==> src/rtl/fir_feeder.sv <==
// fir_feeder: host-side loader for the fir filter block.
//   Buffers NUM_TAPS coefficients and streams them to the filter as one
//   unbroken coef_enable burst. Afterwards it issues host samples, one per
//   cycle, from a small FIFO. It watches the filter's error flag.
// Optional feature macro: FIR_FEEDER_RETRY_EN. When it is defined, a filter
//   error triggers up to MAX_RETRY automatic reload bursts.
// Ports:
//   clk            rising-edge clock
//   reset          synchronous, active-low
//   cfg_we/addr/data  coefficient buffer write (ignored while loading)
//   load_start     request to stream the coefficient buffer
//   s_valid/s_data/s_ready  host sample push interface
//   data_in, coef_enable, sample_enable  filter loading protocol (registered)
//   fir_error      error flag from the filter
//   busy           burst in progress
//   loaded         a full burst completed with no error since
//   err            sticky filter-error flag
module fir_feeder #(
  parameter int NUM_TAPS   = 5,
  parameter int DATA_W     = 8,
  parameter int FIFO_DEPTH = 4,
  parameter int MAX_RETRY  = 2
) (
  input  logic                        clk,
  input  logic                        reset,
  input  logic                        cfg_we,
  input  logic [$clog2(NUM_TAPS)-1:0] cfg_addr,
  input  logic [DATA_W-1:0]           cfg_data,
  input  logic                        load_start,
  input  logic                        s_valid,
  input  logic [DATA_W-1:0]           s_data,
  output logic                        s_ready,
  output logic [DATA_W-1:0]           data_in,
  output logic                        coef_enable,
  output logic                        sample_enable,
  input  logic                        fir_error,
  output logic                        busy,
  output logic                        loaded,
  output logic                        err
);

  localparam int CW  = $clog2(NUM_TAPS);
  localparam int TCW = $clog2(NUM_TAPS + 1);
  localparam int AW  = $clog2(FIFO_DEPTH);
  localparam logic [CW:0]     TAPS_ADDR = (CW + 1)'(NUM_TAPS);
  localparam logic [TCW-1:0]  TAPS_CNT  = TCW'(NUM_TAPS);
  localparam logic [AW:0]     FIFO_FULL = (AW + 1)'(FIFO_DEPTH);

  typedef enum logic [1:0] {S_IDLE, S_LOAD, S_RUN, S_ERROR} state_t;

  state_t            r_state;
  logic [TCW-1:0]    r_tap;
  logic [DATA_W-1:0] r_coef [NUM_TAPS];
  logic [DATA_W-1:0] r_fifo [FIFO_DEPTH];
  logic [AW-1:0]     r_wr_ptr;
  logic [AW-1:0]     r_rd_ptr;
  logic [AW:0]       r_count;
  logic              r_s_ready;
  logic [DATA_W-1:0] r_data;
  logic              r_coef_en;
  logic              r_samp_en;
  logic              r_busy;
  logic              r_loaded;
  logic              r_err;

  logic              w_cfg_wr;
  logic              w_push;
  logic              w_pop;
  logic              w_err_enter;
  logic              w_burst_done;
  logic              w_auto_retry;
  logic              w_start;
  logic [AW:0]       w_count_next;

  assign s_ready       = r_s_ready;
  assign data_in       = r_data;
  assign coef_enable   = r_coef_en;
  assign sample_enable = r_samp_en;
  assign busy          = r_busy;
  assign loaded        = r_loaded;
  assign err           = r_err;

  // Writes are blocked during a burst so the streamed contents stay coherent.
  assign w_cfg_wr     = cfg_we && (r_state != S_LOAD) && ({1'b0, cfg_addr} < TAPS_ADDR);
  assign w_push       = s_valid && r_s_ready;
  assign w_err_enter  = ((r_state == S_LOAD) || (r_state == S_RUN)) && fir_error;
  // r_tap == NUM_TAPS means the last coefficient is on data_in this cycle.
  assign w_burst_done = (r_state == S_LOAD) && (r_tap == TAPS_CNT) && !fir_error;
  assign w_start      = w_auto_retry || (load_start && (r_state != S_LOAD) && !w_err_enter);
  // Pop decisions use the registered count only, so a sample pushed this
  // cycle can issue no earlier than the next one.
  assign w_pop        = (r_count != '0) &&
                        (w_burst_done || ((r_state == S_RUN) && !fir_error && !load_start));
  assign w_count_next = r_count + (AW + 1)'(w_push) - (AW + 1)'(w_pop);

`ifdef FIR_FEEDER_RETRY_EN
  localparam int RW = $clog2(MAX_RETRY + 2);
  localparam logic [RW-1:0] RETRY_MAX = RW'(MAX_RETRY);
  logic [RW-1:0] r_retry;

  // ERROR lasts one cycle when a retry is still available.
  assign w_auto_retry = (r_state == S_ERROR) && (r_retry < RETRY_MAX);

  always_ff @(posedge clk) begin
    if (!reset) begin
      r_retry <= '0;
    end else if (w_burst_done) begin
      r_retry <= '0;
    end else if (w_auto_retry) begin
      r_retry <= r_retry + RW'(1);
    end
  end
`else
  assign w_auto_retry = 1'b0;
`endif

  // Storage arrays carry no reset; the coefficient buffer survives reset.
  always_ff @(posedge clk) begin
    if (w_cfg_wr) begin
      r_coef[cfg_addr] <= cfg_data;
    end
  end

  always_ff @(posedge clk) begin
    if (w_push) begin
      r_fifo[r_wr_ptr] <= s_data;
    end
  end

  always_ff @(posedge clk) begin
    if (!reset) begin
      r_state   <= S_IDLE;
      r_tap     <= '0;
      r_wr_ptr  <= '0;
      r_rd_ptr  <= '0;
      r_count   <= '0;
      r_s_ready <= 1'b0;
      r_data    <= '0;
      r_coef_en <= 1'b0;
      r_samp_en <= 1'b0;
      r_busy    <= 1'b0;
      r_loaded  <= 1'b0;
      r_err     <= 1'b0;
    end else begin
      r_count   <= w_count_next;
      r_s_ready <= (w_count_next != FIFO_FULL);
      if (w_push) begin
        r_wr_ptr <= r_wr_ptr + AW'(1);
      end

      r_coef_en <= 1'b0;
      r_samp_en <= 1'b0;
      // A pop never coincides with a burst start or an error entry, so the
      // data_in writes below cannot collide with this one.
      if (w_pop) begin
        r_rd_ptr  <= r_rd_ptr + AW'(1);
        r_data    <= r_fifo[r_rd_ptr];
        r_samp_en <= 1'b1;
      end

      if (w_err_enter) begin
        r_state  <= S_ERROR;
        r_err    <= 1'b1;
        r_loaded <= 1'b0;
        r_busy   <= 1'b0;
        r_tap    <= '0;
      end else if (w_start) begin
        r_state   <= S_LOAD;
        r_busy    <= 1'b1;
        r_loaded  <= 1'b0;
        r_coef_en <= 1'b1;
        r_data    <= r_coef[0];
        r_tap     <= TCW'(1);
      end else if (r_state == S_LOAD) begin
        if (r_tap == TAPS_CNT) begin
          r_state  <= S_RUN;
          r_busy   <= 1'b0;
          r_loaded <= 1'b1;
          r_tap    <= '0;
        end else begin
          r_coef_en <= 1'b1;
          r_data    <= r_coef[r_tap[CW-1:0]];
          r_tap     <= r_tap + TCW'(1);
        end
      end
    end
  end

endmodule

==> config.mk <==
export PLATFORM = sky130hd
export DESIGN_NAME = fir_feeder
export DESIGN_NICKNAME = d
export VERILOG_FILES = /design/src/rtl/fir_feeder.sv
export SDC_FILE = /design/constraint.sdc
export NUM_CORES = 1
export LEC_CHECK = 0
export CAP_MARGIN = 20
export CELL_PAD_IN_SITES_DETAIL_PLACEMENT = 0
export CELL_PAD_IN_SITES_GLOBAL_PLACEMENT = 1
export CORE_MARGIN = 1.5
export CORE_UTILIZATION = 50
export CTS_BUF_LIST = sky130_fd_sc_hd__clkbuf_8
export DETAILED_ROUTE_END_ITERATION = 6
export DONT_BUFFER_PORTS = 1
export GPL_TIMING_DRIVEN = 0
export HOLD_SLACK_MARGIN = 0.06
export PLACE_DENSITY = 0.81
export SKIP_CTS_REPAIR_TIMING = 1
export SYNTH_ARGS = -nofsm -noshare
export SYNTH_HDL_FRONTEND = slang
export SYNTH_SLANG_ARGS = --single-unit
==> constraint.sdc <==
create_clock -name clk -period 4.45 [get_ports clk]
set_input_delay 0.89 -clock clk [delete_from_list [all_inputs] [get_ports clk]]
set_output_delay 0.89 -clock clk [all_outputs]
set_load 0.01 [all_outputs]
# [After elaboration in Yosys (flattened, before gate mapping)]
# Memory sizes are Yosys's and may differ from the RTL's. A register that Yosys moved wholly into a read port is not among the register bits.
# Cells that the tools add are included.
[word_totals] register_bits=26 ram_bits=72 output_inout_bits=14 elab_cells=78 memories=2
[mem_list] name="r_coef" words=5 width=8 rd=2 rd_clocked_by_memory_dff=0 write_ports=1 line_no="53" rtl="logic [DATA_W-1:0] r_coef [NUM_TAPS];"
[mem_list] name="r_fifo" words=4 width=8 rd=1 rd_clocked_by_memory_dff=1 write_ports=1 line_no="54" rtl="logic [DATA_W-1:0] r_fifo [FIFO_DEPTH];"
[op_classes] add_sub_neg=5 magnitude_cmp=1 eq_ne=5 n_mux=25 n_bitwise=1 reduce_logical=26
[op_table] operator="8-bit two-way mux" n=5
[op_table] operator="1-bit two-way mux" n=13
[op_table] operator="2-bit two-way mux" n=6
[op_table] operator="1-bit logical AND" n=11
[op_table] operator="3-bit nonzero test" n=3
[op_table] operator="2-bit AND reduction" n=3
[op_table] operator="2-bit by 1-bit adder with 2-bit output (second input constant)" n=2
[op_table] operator="2-bit nonzero test" n=2
[op_table] operator="3-bit by 1-bit adder with 3-bit output" n=1
[op_table] operator="3-bit by 1-bit adder with 3-bit output (second input constant)" n=1
[op_table] operator="3-bit equality test (second input constant)" n=1
[op_table] operator="1-bit zero test" n=3
[op_table] operator="3-bit less-than comparator (second input constant)" n=1
[op_table] operator="3-bit two-way mux" n=1
[op_table] operator="3-bit inequality test (second input constant)" n=1
[op_table] operator="3-bit OR reduction" n=1
[op_table] operator="3-bit by 1-bit subtractor with 3-bit output" n=1
[op_table] operator="2-bit by 1-bit equality test with 1-bit output (second input constant)" n=1
[op_table] operator="2-bit equality test (second input constant)" n=1
[op_table] operator="1-bit logical OR" n=2
[op_table] operator="2-bit by 1-bit inequality test with 1-bit output (second input constant)" n=1
[op_table] operator="2-bit OR reduction" n=1
[op_table] operator="1-bit NOT" n=1

# [Logic depth before layout (Yosys ltp)]
[logic_depth] depth_word=10 mapped_depth=12

# [Worst setup path after synthesis]
# No wires, ideal clock.
[synth_timing] path_kind="input-to-reg" from="in load_start" to="reg r_count[2]" arrival_ns=2.438 path_slack_ns=1.897 path_stages=9 cell_sequence="nor2b_1 -> o211a_4 -> buf_6 -> ha_1 -> inv_1 -> ha_1 -> fa_1 -> xnor2_1 -> and2_1"
[synth_between] elab_chain_len=5
[synth_lines] element="from (decl)" line_no="29" rtl="input logic load_start,"
[synth_lines] element="1-bit zero test" line_no="93" rtl="(w_burst_done || ((r_state == S_RUN) && !fir_error && !load_start));"
[synth_lines] element="1-bit logical AND" line_no="93"
[synth_lines] element="1-bit logical OR" line_no="93"
[synth_lines] element="1-bit logical AND" line_no="92" rtl="assign w_pop = (r_count != '0) &&"
[synth_lines] element="named net w_pop" line_no="68" rtl="logic w_pop;"
[synth_lines] element="3-bit by 1-bit subtractor with 3-bit output" line_no="94" rtl="assign w_count_next = r_count + (AW + 1)'(w_push) - (AW + 1)'(w_pop);"
[synth_lines] element="to (signal assigned)" line_no="145" rtl="r_count <= w_count_next;"
[synth_lines] element="to (decl)" line_no="57" rtl="logic [AW:0] r_count;"
# The timed path passes the listed nets, and every way through them passes these cells.
# A chain may end at the register's enable or synchronous reset.

# [Final worst setup path]
[layout_timing] from="reg r_state[1]" to="reg r_count[2]"
[layout_between] elab_chain_len=6
[layout_lines] element="from (decl)" line_no="51" rtl="state_t r_state;"
[layout_lines] element="from (signal assigned)" line_no="132" rtl="r_state <= S_IDLE;"
[layout_lines] element="from (signal assigned)" line_no="162" rtl="r_state <= S_ERROR;"
[layout_lines] element="from (signal assigned)" line_no="168" rtl="r_state <= S_LOAD;"
[layout_lines] element="2-bit by 1-bit equality test with 1-bit output / 2-bit equality test (equally long branches)" line_no="88, 93"
[layout_lines] element="1-bit logical AND (on tied branches) (2 in series)" line_no="88, 93"
[layout_lines] element="1-bit logical OR (*)" line_no="93"
[layout_lines] element="1-bit logical AND (*)" line_no="92"
[layout_lines] element="named net w_pop" line_no="68"
[layout_lines] element="3-bit by 1-bit subtractor with 3-bit output (*)" line_no="94"
# Mark *: on every way through the listed nets, which the timed path passes. The rest lies on a longest branch.

==> summary.txt <==
Run status
  – Status: finished, final reports clean

Die
  – Initial Util: 52.54%
  – Die height: 93.81 microns
  – Row count: 32
  – Core Region: 0.007848 sq mm
  – Die ar.: 0.008799 sq mm
  – Die W: 93.81 microns
  – IO Count: 39

Layout
  – # fillers: 646
  – Ant diodes: 0
  – Synth-to-layout area growth: 8.801%
  – Final #Nets: 335
  – Sequential Area: 0.002723 sq mm
  – Final Cell Area: 0.004486 sq mm
  – Final Core Density: 57.16%
  – Multi-input gate area: 0.001284 sq mm
  – Layout cell share with drive strength beyond 1: 14.05%

STA
  – Hold WS: 0.4881 ns
  – Relative slew slack: 44.98%
  – Fmax: 382.2 MHz
  – Final min period: 2.617 ns
  – Final setup fails: 0
  – Final hold violation count: 0
  – Clock skew: 0.009523 ns
  – Ratio of final minimum period to clock period: 58.80%
  – Slew Limit Fails: 0
  – Worst-margin pin slew: 0.8223 ns
  – RSZ-0062 raised after global routing: false
  – Setup TNS: 0 ns

Clock tree
  – Total CTS buffers: 9
  – Max clock buf depth: 2
  – H-tree depth: 3
  – Clk root buf: clkbuf_8
  – Clock transition at the registers of the reported paths: 0.09 ns
  – CTS tree: built
  – Worst-Skew Late Latency: 0.37 ns
  – Clock sinks: 100

Synth
  – Post-Synth XOR/XNOR Area: 0.8498%
  – Number of synthesized flops with an enable pin: 72
  – Net Count, Synth: 321
  – Synth Area per Inst: 14.36 sq um
  – Largest family of logic cells by synthesized area: simple AND/OR/NAND/NOR gates
  – Synth Area in Simple Gates: 10.20%
  – Flops & latches, synth: 100
  – Post-synthesis mux area share: 8.741%
  – Register area share after synthesis: 66.04%
  – Synth Area in Compound Gates: 8.437%
  – Main flop type after synthesis: edfxtp_1
  – Yosys warnings: 0
  – Synth Area in Adders: 2.914%
  – Cell taking the most area after synthesis: edfxtp_1
  – Synth top area share: 52.44%
  – Syn Inst Count: 287
  – Synth top area cells: edfxtp_1 (52%), dfxtp_1 (14%), mux4_2 (4.4%)
  – Async S/R FF share, synth: 0%
  – Yosys cell types: 39
  – Synthesized area: 0.004123 sq mm

Drt
  – Via density: 5.686
  – DR WL/cell: 18.81 microns
  – Final WL: 7676 microns
  – Post-route ant nets: 0
  – Drt pass-1 iters: 4
  – Vias post-DR: 2320
  – DRC violations left: 0
  – DR iter-0 viols: 150

Pwr
  – Static Leak: 1.477 nW
  – PwrDens: 411.1 mW/mm^2
  – Peak VDD IR: 0.2181 mV
  – Gate power share: 8.2%
  – Switch Pwr: 0.0004410 W
  – Switching power share of the total: 23.91%
  – Flop pwr share: 58.3%
  – Cell Int Power: 0.001403 W
  – Tot Pwr: 0.001844 W
  – Clock power share: 33.5%

Critical path
  – Worst path bufs/invs: 4
  – CP top delay family: adder cells
  – Worst setup SP type: flop
  – Crit-path most repeated cell: ha_1
  – Worst-path fanout max: 10
  – CP max stage delay: 0.38 ns
  – Worst setup EP type: flop
  – Worst path slowest cell: fa_1
  – Classification of the worst setup path: flop to flop
  – Critical Path RT: 4.72 ns
  – Critical path cell sequence: inv_1, ha_1, and4b_1, buf_6, o211a_4, buf_6, ha_1, inv_1, ha_1, fa_1, xnor2_1, and2_1
  – Critical Path AT: 2.88 ns

Global routing
  – Largest net degree at the start of global routing: 18
  – GRT Total Usage: 18.91%
  – GR Overflow Total: 0
  – Antenna violations before repair: 0
  – First-pass GRT wire length: 11940 microns
  – Number of global-route vias before repair: 2288

Placed design
  – RePlAce Congestion: 0.7667
  – Placed Area: 0.004268 sq mm
  – IO buf count: 0
  – Post-detail-place hpwl: 5466 microns

Min path
  – Worst Hold Class: flop to flop

Flow run
  – Max_cap viols: 0
==> stage by stage <==
step | std cells | setup slack (ns)
floorplan | 287 | 1.897
detailed placement | 392 | 1.818
global placement | 389 | 1.838
CTS | 408 | 1.831
global route | 408 | 1.717
finish | 408 | 1.833
==> synthesized netlist by cell type, types with 2 or more instances <==
| cell type | n |
|---|---|
| nand2_1 | 15 |
| dfxtp_1 | 28 |
| nand3_1 | 4 |
| buf_2 | 3 |
| nand3b_1 | 4 |
| a31oi_1 | 2 |
| a21oi_1 | 5 |
| clkbuf_1 | 9 |
| nor2b_1 | 3 |
| o2111ai_1 | 8 |
| nor3b_1 | 10 |
| nand2b_1 | 10 |
| and3_1 | 5 |
| o211ai_1 | 8 |
| a22o_1 | 2 |
| mux2_2 | 8 |
| xnor2_1 | 3 |
| inv_1 | 11 |
| buf_6 | 2 |
| nor3_1 | 5 |
| edfxtp_1 | 72 |
| o22a_1 | 7 |
| mux2i_1 | 9 |
| nor2_1 | 16 |
| ha_1 | 8 |
| o21ai_0 | 7 |
| mux4_2 | 8 |
| and2_1 | 4 |
==> flip-flops by register name (all words and copies together), names as in the netlist, named ones only <==
register       flops
coef_enable        1
r_state            2
s_ready            1
r_tap              3
err                1
r_coef            40
r_count            3
r_wr_ptr           2
r_rd_ptr           2
sample_enable      1
r_fifo            32
busy               1
data_in            8
loaded             1
==> logic make-up after synthesis <==
family          after synthesis
flops                       100
simple gates                 78
compound gates               45
buf+inv                      26
mux                          25
fa+ha+maj                     9
xor+xnor                      4
==> layout by cell type, fill, tap and decap left out, types with 7 or more instances in the layout <==
cell type,count
ha_1,8
dfxtp_1,28
o2111ai_1,8
nand2_1,15
nand2b_1,10
nor2_1,16
mux2_2,8
edfxtp_1,72
inv_1,11
clkbuf_8,11
o22a_1,7
o21ai_0,7
nor3b_1,10
mux4_2,8
o211ai_1,8
clkbuf_1,9
mux2i_1,9
==> cell type report <==
cell class              instances  area share [%]
flip-flops and latches        100           60.70
multi-input cells             161           28.62
clock buffers                  11           3.375
well taps                     102           2.845
plain buffers                  14           1.590
clock inverters                 5           1.478
inverters                      12           1.004
repair buffers                  3          0.3905
==> worst reg2reg max path, stage by stage, from the launching register on <==
cell,delay [ns]
dfxtp_1,0.37
inv_1,0.05
ha_1,0.19
and4b_1,0.18
buf_6,0.13
o211a_4,0.27
buf_6,0.15
ha_1,0.27
inv_1,0.04
ha_1,0.19
fa_1,0.38
xnor2_1,0.15
and2_1,0.15
==> metal layers <==
layer	routed length [microns]	up-vias	part of all wire, %	GRT usage [%]
met3	520	9	6.8	7.362
met1	3487	1137	45	25.35
met2	3576	65	47	28.56
met5	0	-	0	0
li1	-	1109	-	-
met4	92	0	1.2	5.721
==> final timing paths <==
check | startpoint | end | slack (ns) | cells after the start
max reg2reg | r_state[1] | r_count[2] | 1.83 | 12
min reg2reg | r_coef[0][5] | data_in[5] | 0.49 | 2
max | r_state[1] | r_count[2] | 1.83 | 12
min | r_coef[0][5] | data_in[5] | 0.49 | 2
==> power groups by stage <==
stage | Combinational [W] | Clock (W) | Sequential [W]
2_1_floorplan | 0.000117 | 0 | 0.00109
3_3_place_gp | 0.000149 | 0 | 0.00110
3_5_place_dp | 0.000151 | 0 | 0.00110
4_1_cts | 0.000152 | 0.000627 | 0.00108
5_1_grt | 0.000171 | 0.000662 | 0.00108
6_report | 0.000151 | 0.000617 | 0.00108
Power figures use the tool's default switching activity.
